**src/rtl/hazard_forward_scoreboard_pkg.sv**
```systemverilog
// Shared encodings for the forwarding/hazard unit.
package hazard_forward_scoreboard_pkg;

  typedef logic [1:0] fwd_sel_t;

  localparam fwd_sel_t FWD_SEL_RF  = 2'b00;
  localparam fwd_sel_t FWD_SEL_EX  = 2'b01;
  localparam fwd_sel_t FWD_SEL_MEM = 2'b10;
  localparam fwd_sel_t FWD_SEL_WB  = 2'b11;

endpackage

```
**src/rtl/hazard_forward_scoreboard_fwd_operand_sel.sv**
```systemverilog
// Priority compare and mux for one ID operand: youngest in-flight producer wins.
module hazard_forward_scoreboard_fwd_operand_sel
  import hazard_forward_scoreboard_pkg::*;
#(
  parameter int unsigned WORD_SIZE = 16,
  parameter int unsigned REG_AW    = 2
) (
  input  logic                 used,
  input  logic [REG_AW-1:0]    src_reg,
  input  logic [WORD_SIZE-1:0] rf_data,
  input  logic                 ex_valid,
  input  logic [REG_AW-1:0]    ex_reg,
  input  logic                 ex_is_load,
  input  logic                 mem_valid,
  input  logic [REG_AW-1:0]    mem_reg,
  input  logic                 mem_is_load,
  input  logic                 wb_valid,
  input  logic [REG_AW-1:0]    wb_reg,
  input  logic [WORD_SIZE-1:0] ex_alu_out,
  input  logic [WORD_SIZE-1:0] mem_alu_out,
  input  logic [WORD_SIZE-1:0] mem_read_data,
  input  logic [WORD_SIZE-1:0] wb_data,
  output fwd_sel_t             sel,
  output logic [WORD_SIZE-1:0] data
);

  always_comb begin
    sel  = FWD_SEL_RF;
    data = rf_data;
    if (used) begin
      // A load in EX has no data yet; the stall logic covers that case.
      if (ex_valid && (ex_reg == src_reg) && !ex_is_load) begin
        sel  = FWD_SEL_EX;
        data = ex_alu_out;
      end else if (mem_valid && (mem_reg == src_reg)) begin
        sel  = FWD_SEL_MEM;
        data = mem_is_load ? mem_read_data : mem_alu_out;
      end else if (wb_valid && (wb_reg == src_reg)) begin
        sel  = FWD_SEL_WB;
        data = wb_data;
      end
    end
  end

endmodule

```
**src/rtl/hazard_forward_scoreboard.sv**
```systemverilog
// Forwarding/hazard unit: EX/MEM/WB destination pipeline, load-use stall, stall counter.
module hazard_forward_scoreboard
  import hazard_forward_scoreboard_pkg::*;
#(
  parameter int unsigned WORD_SIZE = 16,
  parameter int unsigned NUM_REGS  = 4,
  parameter int unsigned REG_AW    = 2,
  parameter int unsigned CNT_W     = 16
) (
  input  logic                 clk,
  input  logic                 reset_n,
  input  logic                 freeze,
  input  logic                 flush,
  input  logic                 id_valid,
  input  logic [REG_AW-1:0]    id_rs,
  input  logic [REG_AW-1:0]    id_rt,
  input  logic                 id_rs_used,
  input  logic                 id_rt_used,
  input  logic                 id_wr_en,
  input  logic [REG_AW-1:0]    id_wr_reg,
  input  logic                 id_is_load,
  input  logic [WORD_SIZE-1:0] id_rs_data,
  input  logic [WORD_SIZE-1:0] id_rt_data,
  input  logic [WORD_SIZE-1:0] ex_alu_out,
  input  logic [WORD_SIZE-1:0] mem_alu_out,
  input  logic [WORD_SIZE-1:0] mem_read_data,
  input  logic [WORD_SIZE-1:0] wb_data,
  output logic [WORD_SIZE-1:0] fwd_rs_data,
  output logic [WORD_SIZE-1:0] fwd_rt_data,
  output fwd_sel_t             fwd_rs_sel,
  output fwd_sel_t             fwd_rt_sel,
  output logic                 stall,
  output logic [CNT_W-1:0]     stall_count
);

  typedef struct packed {
    logic              valid;
    logic [REG_AW-1:0] wr_reg;
    logic              is_load;
  } desc_t;

  desc_t            ex_q, ex_d;
  desc_t            mem_q, wb_q;
  desc_t            id_desc;
  logic [CNT_W-1:0] stall_count_q, stall_count_d;
  logic             rs_load_hit, rt_load_hit;
  logic             wr_reg_in_range;

  // Addresses past NUM_REGS name no register, so they never become producers.
  assign wr_reg_in_range = 32'(id_wr_reg) < NUM_REGS;

  always_comb begin
    id_desc         = '0;
    id_desc.valid   = id_valid && id_wr_en && wr_reg_in_range;
    id_desc.wr_reg  = id_wr_reg;
    id_desc.is_load = id_is_load;
  end

  assign rs_load_hit = id_rs_used && ex_q.valid && ex_q.is_load && (ex_q.wr_reg == id_rs);
  assign rt_load_hit = id_rt_used && ex_q.valid && ex_q.is_load && (ex_q.wr_reg == id_rt);

  // Flush kills the consumer, so a flushed instruction never waits on a load.
  assign stall = id_valid && !flush && (rs_load_hit || rt_load_hit);

  always_comb begin
    ex_d = id_desc;
    if (stall || flush || !id_valid) begin
      ex_d = '0;
    end
  end

  always_comb begin
    stall_count_d = stall_count_q;
    if (stall && (stall_count_q != {CNT_W{1'b1}})) begin
      stall_count_d = stall_count_q + CNT_W'(1);
    end
  end

  always_ff @(posedge clk or negedge reset_n) begin
    if (!reset_n) begin
      ex_q          <= '0;
      mem_q         <= '0;
      wb_q          <= '0;
      stall_count_q <= '0;
    end else if (!freeze) begin
      wb_q          <= mem_q;
      mem_q         <= ex_q;
      ex_q          <= ex_d;
      stall_count_q <= stall_count_d;
    end
  end

  assign stall_count = stall_count_q;

  hazard_forward_scoreboard_fwd_operand_sel #(
    .WORD_SIZE (WORD_SIZE),
    .REG_AW    (REG_AW)
  ) u_fwd_rs (
    .used          (id_rs_used),
    .src_reg       (id_rs),
    .rf_data       (id_rs_data),
    .ex_valid      (ex_q.valid),
    .ex_reg        (ex_q.wr_reg),
    .ex_is_load    (ex_q.is_load),
    .mem_valid     (mem_q.valid),
    .mem_reg       (mem_q.wr_reg),
    .mem_is_load   (mem_q.is_load),
    .wb_valid      (wb_q.valid),
    .wb_reg        (wb_q.wr_reg),
    .ex_alu_out    (ex_alu_out),
    .mem_alu_out   (mem_alu_out),
    .mem_read_data (mem_read_data),
    .wb_data       (wb_data),
    .sel           (fwd_rs_sel),
    .data          (fwd_rs_data)
  );

  hazard_forward_scoreboard_fwd_operand_sel #(
    .WORD_SIZE (WORD_SIZE),
    .REG_AW    (REG_AW)
  ) u_fwd_rt (
    .used          (id_rt_used),
    .src_reg       (id_rt),
    .rf_data       (id_rt_data),
    .ex_valid      (ex_q.valid),
    .ex_reg        (ex_q.wr_reg),
    .ex_is_load    (ex_q.is_load),
    .mem_valid     (mem_q.valid),
    .mem_reg       (mem_q.wr_reg),
    .mem_is_load   (mem_q.is_load),
    .wb_valid      (wb_q.valid),
    .wb_reg        (wb_q.wr_reg),
    .ex_alu_out    (ex_alu_out),
    .mem_alu_out   (mem_alu_out),
    .mem_read_data (mem_read_data),
    .wb_data       (wb_data),
    .sel           (fwd_rt_sel),
    .data          (fwd_rt_data)
  );

endmodule

```
**config.mk**
```make
export PLATFORM = sky130hd
export DESIGN_NAME = hazard_forward_scoreboard
export DESIGN_NICKNAME = d
export VERILOG_FILES = /design/src/rtl/hazard_forward_scoreboard_pkg.sv /design/src/rtl/hazard_forward_scoreboard_fwd_operand_sel.sv /design/src/rtl/hazard_forward_scoreboard.sv
export SDC_FILE = /design/constraint.sdc
export NUM_CORES = 1
export LEC_CHECK = 0
export CAP_MARGIN = 20
export CELL_PAD_IN_SITES_DETAIL_PLACEMENT = 0
export CELL_PAD_IN_SITES_GLOBAL_PLACEMENT = 1
export CORE_MARGIN = 2
export CORE_UTILIZATION = 30
export CTS_CLUSTER_SIZE = 24
export DETAILED_ROUTE_END_ITERATION = 16
export PLACE_DENSITY = 0.84
export SLEW_MARGIN = 5
export SYNTH_ARGS = -nofsm -noshare
export SYNTH_HDL_FRONTEND = slang
export SYNTH_HIERARCHICAL = 1
export SYNTH_SLANG_ARGS = --single-unit
```
**constraint.sdc**
```tcl
create_clock -name clk -period 2 [get_ports clk]
set_input_delay 0.3 -clock clk [delete_from_list [all_inputs] [get_ports clk]]
set_output_delay 0.3 -clock clk [all_outputs]
set_load 0.1 [all_outputs]
```
# [Yosys cells after proc, flatten, opt, wreduce, memory -nomap -nowiden]
# Cells that the tools add are included.
[totals] register_bits=27 in_bits=111 out_inout_bits=53 wordCells=61
[classes] n_addsub=1 eq_ne=7 muxes=18 bitwise=1 n_reduce_logical=25
[op_table] op="2-to-1 mux 16 bit" n=9
[op_table] op="logical AND 1 bit" n=18
[op_table] op="adder 16 x 1 -> 16 bit, second input constant" n=1
[op_table] op="2-to-1 mux 2 bit" n=8
[op_table] op="!= test 16 bit, second input constant" n=1
[op_table] op="equality test 2 bit" n=6
[op_table] op="2-to-1 mux 4 bit" n=1
[op_table] op="zero test 1 bit" n=3
[op_table] op="logical OR 1 bit" n=3
[op_table] op="AND reduction 2 bit" n=1
[op_table] op="NOT 1 bit" n=1

# [Depth between registers and ports, before layout]
# Gate-level depths: netlist of run 1.
[depth] word_depth=8 mapped_depth=6 ltp_nobuf=6

# [Hierarchy]
# The synthesis of run 1 kept the hierarchy.
[by_module_without_submodules] module="hazard_forward_scoreboard_fwd_operand_sel" instances=2 cells_each=162 area_each_um2=1098.6 seq_area_each_um2=0.0
[by_module_without_submodules] module="hazard_forward_scoreboard" instances=1 cells_each=112 area_each_um2=1286.2 seq_area_each_um2=675.6

# [Worst setup path before layout of run 1]
# No wires, ideal clock.
[synth_path] kind="reg2out" startpoint="reg ex_q[1] (netlist bit)" endpoint="out stall" arrival_ns=3.373 t_required_ns=1.700 slack_ns=-1.673 stages_incl_launch_ff=6 n_path_buf=1 cell_sequence="dfrtp_1 > xor2_1 > nor4_1 > nor4_2 > buf_2 > nor3b_1"
[synth_via] elab_chain_len=4 word_cells_on_any_way=6 classes_between="2 x eq/ne; 4 x reduce/logical"
[synth_rtl] element="start: declaration" line="hazard_forward_scoreboard.sv:42" text="desc_t ex_q, ex_d;"
[synth_rtl] element="start signal: assignment" line="hazard_forward_scoreboard.sv:81" text="ex_q <= '0;"
[synth_rtl] element="start signal: assignment" line="hazard_forward_scoreboard.sv:88" text="ex_q <= ex_d;"
[synth_rtl] element="equality test 2 bit, on equally long branches" line="hazard_forward_scoreboard.sv:59, hazard_forward_scoreboard.sv:60"
[synth_rtl] element="logical AND 1 bit, on equally long branches" line="hazard_forward_scoreboard.sv:59, hazard_forward_scoreboard.sv:60"
[synth_rtl] element="logical OR 1 bit *" line="hazard_forward_scoreboard.sv:63" text="assign stall = id_valid && !flush && (rs_load_hit || rt_load_hit);"
[synth_rtl] element="logical AND 1 bit *" line="hazard_forward_scoreboard.sv:63"
[synth_rtl] element="end: declaration" line="hazard_forward_scoreboard.sv:32" text="output logic stall,"
# Mark *: on every way between the ends. The rest lies on a longest branch, timed or not.

# [Final worst setup path of run 1]
[layout_path] startpoint="reg wb_q[1] (netlist bit)" endpoint="out fwd_rs_data[9]"
[layout_via] elab_chain_len=6
[layout_rtl] element="start: declaration" line="hazard_forward_scoreboard.sv:43" text="desc_t mem_q, wb_q;"
[layout_rtl] element="start signal: assignment" line="hazard_forward_scoreboard.sv:86" text="wb_q <= mem_q;"
[layout_rtl] element="equality test 2 bit" line="hazard_forward_scoreboard_fwd_operand_sel.sv:38" text="end else if (wb_valid && (wb_reg == src_reg)) begin"
[layout_rtl] element="logical AND 1 bit" line="hazard_forward_scoreboard_fwd_operand_sel.sv:38"
[layout_rtl] element="2-to-1 mux 16 bit" line="hazard_forward_scoreboard_fwd_operand_sel.sv:38"
[layout_rtl] element="2-to-1 mux 16 bit" line="hazard_forward_scoreboard_fwd_operand_sel.sv:35" text="end else if (mem_valid && (mem_reg == src_reg)) begin"
[layout_rtl] element="2-to-1 mux 16 bit" line="hazard_forward_scoreboard_fwd_operand_sel.sv:32" text="if (ex_valid && (ex_reg == src_reg) && !ex_is_load) begin"
[layout_rtl] element="2-to-1 mux 16 bit" line="hazard_forward_scoreboard_fwd_operand_sel.sv:30" text="if (used) begin"
[layout_rtl] element="end: declaration" line="hazard_forward_scoreboard.sv:28" text="output logic [WORD_SIZE-1:0] fwd_rs_data,"
# No other way between the ends.

==> results of run 1 <==
==> registers in the layout, indices dropped and copies added, names as in the netlist <==
| name | flops |
|---|---|
| stall_count | 16 |
| ex_q | 4 |
| mem_q | 4 |
| wb_q | 3 |
==> layout by cell type (no fill, tap or decap), types with 39 or more instances in the layout <==
cell type	count
buf_12	48
buf_4	75
clkdlybuf4s50_1	104
mux2_2	39
nand2_1	43
nor3_1	41
==> repair_timing <==
item	4_1_cts	5_1_grt
buffers inserted	2	0
endpoints found under the setup margin	57	43
pin swaps	13	15
gates resized for setup	29	7
gates cloned	2	0
==> routing by layer <==
layer  part of all wire  GRT usage  vias to the layer above
met1               0.40      0.310                     2105
met4              0.015     0.0362                        0
met2               0.51      0.429                      197
met5                  0          0                        -
li1                   -          -                     2023
met3              0.074     0.0283                       18
==> through the flow <==
| stage | worst slack [ns] | total power (W) |
|---|---|---|
| floorplan | -0.291 | 0.00177 |
| global placement | -0.456 | 0.00256 |
| detailed placement | -0.527 | 0.00258 |
| CTS | -0.365 | 0.00309 |
| global route | -0.408 | 0.00321 |
| finish | -0.348 | 0.00309 |
==> cells in the mapped netlist, types with 6 or more instances <==
master,n,area (um2)
a31oi_1,32,200
mux2_2,39,439
xnor2_1,9,78.8
nor2_1,6,22.5
nand2_1,44,165
buf_2,9,45.0
nand4_1,6,37.5
a211oi_2,16,200
xor2_1,16,140
clkbuf_1,26,97.6
a211oi_1,16,120
nand3_1,8,40.0
o21ai_0,16,80.1
nor3_1,43,215
o21ai_1,18,90.1
o211ai_1,32,240
dfrtp_1,27,676
nor2b_1,32,200
==> kinds of logic after synthesis <==
| group | after synthesis | share of synthesized area |
|---|---|---|
| buffers and inverters | 42 | 0.0582 |
| DFF | 27 | 0.194 |
| muxes | 40 | 0.130 |
| AOI/OAI and AO/OA | 136 | 0.282 |
| adders and majority gates | 1 | 0.00359 |
| xor gates and xnor gates | 29 | 0.0815 |
| and+or+nand+nor | 161 | 0.251 |
==> worst min-delay path by stage <==
| stage | start | to | depth (start not counted) |
|---|---|---|---|
| global route | reset_n | stall_count[15] | 2 |
| detailed placement | stall_count[11] | stall_count[11] | 1 |
| CTS | reset_n | stall_count[15] | 2 |
| finish | reset_n | stall_count[15] | 2 |
| global placement | stall_count[15] | stall_count[15] | 1 |
| floorplan | reset_n | ex_q[0] | 0 |
==> power breakdown <==
group | total [W] | switching [W] | internal, W
clock network | 0.000442 | 0.000170 | 0.000272
registers | 0.000593 | 0.0000282 | 0.000564
logic | 0.00206 | 0.00116 | 0.000902
==> worst max-delay path, cell delays in order, from the launching register on <==
cell and delay (ns):
dfrtp_2 0.44, xor2_2 0.16, or3b_4 0.46, buf_12 0.18
a211oi_4 0.28, o21ai_4 0.09, buf_12 0.18
==> layout make-up <==
cell class	instances	area, um2	area share
clock buffer	4	78.8	0.0112
inverter	1	3.75	0.000532
multi-input combinational	367	3400	0.482
sequential	27	704	0.0999
tap	143	179	0.0254
timing repair buffer	237	2690	0.381
==> flow_summary.ini, run 1 <==
[pwr]
ir_drop_uv = 351
powerDensity_nw_per_um2 = 439
leakage_nw = 2.61

[critical_path]
cp_data_arrival_time_ns = 2.05
rrSetupSlack_ns = 0.10
end_kind = output port
critPathMaxFanout = 9
rr_endpoint = stall_count[1]
endpoint = fwd_rs_data[9]
critPathLaunch = wb_q[1]
crit_type = flop to output port
r2r-start = ex_q[1]
required_ns = 1.70
start_kind = flop
reg2regPathDepth = 6

[final_layout]
finalNetCount = 749
layout.cells.non_filler = 779
num_antenna_cells = 0
area_growth_pct = 103
n_fill_cell = 962
fin_area_um2 = 7050
drive_gt1_frac = 0.442
post-route-util = 0.620

[detailed_routing]
routed_wl_mm = 15.2
wl_per_cell_um = 19.5
ant_nets = 0
drt_iter0_drc = 322
first_pass_iters = 5
vias = 4343
drc = 0
avgViaCountPerCell = 5.58

[clock_tree]
path_clk_slew_ns = 0.06
clock_sink_count = 27
numCtsBuffers = 3
cts_tree = built
insertion_delay_ns = 0.25
ctsLongestPathBuffers = 2
postCtsHoldBufs = 0
cts_max_level = 1
cts_root_buffer = clkbuf_16

[outcome]
violations = setup timing
status = complete, but fails checks

[placement]
post-dp-hpwl_mm = 11.4
io_buffers = 163
placed_cells = 771
post_dp_cell_area_um2 = 6730
place_congestion = 0.906

[sta]
hold_viol_final = 0
drv_slew = 0
rsz0062_at_grt = yes
worst_slew_pin_slew_ns = 0.452
period_share = 1.17
hold_ws_ns = 0.424
setup_tns_ns = -11.14
fmax_mhz = 426
setup_viol = 37
slew_headroom = 0.697
fin_skew_ns = 0.00241
setup_ws_ns = -0.348
finalWorstPathRequiredPeriod_ns = 2.35

[synthesis]
syn_area_um2 = 3480
syn_avg_cell_area_um2 = 7.99
syn_inst = 436
synth_warnings = 6
synth-edff-count = 0
ys.flop_type = dfrtp_1
yosysSeqAreaShare = 0.194
synth_cell_types = 38
syn_nets = 548
async_flop_share = 1.00
ys_ff_latch = 27

[global_route]
grt_overflow = 0
grt_pass1_vias = 4560
globalRouteTotalUtil = 0.238
grt_pass1_wl_mm = 24.4
grt_antenna_before_repair = 0
grt_max_degree = 51

[floorplan]
die_area_um2 = 12500
pin_count = 164
core_area_um2 = 11400
rows = 39
start_util = 0.306
dieWidth_um = 112
die_h_um = 112

[worst_hold_path]
min_path_type = input pin to asynchronous set/reset pin

[flow_run]
cap_violations = 0
(Power assumes the default switching activity.)
==> run 2, diff against run 1 <==
--- a/config.mk
+++ b/config.mk
@@ -12,6 +12,7 @@
 export CORE_UTILIZATION = 30
 export CTS_CLUSTER_SIZE = 24
 export DETAILED_ROUTE_END_ITERATION = 16
+export GPL_ROUTABILITY_DRIVEN = 0
 export PLACE_DENSITY = 0.84
 export SLEW_MARGIN = 5
 export SYNTH_ARGS = -nofsm -noshare
==> results of run 2 <==
Final layout, timing and power as in run 1 (identical DEF).
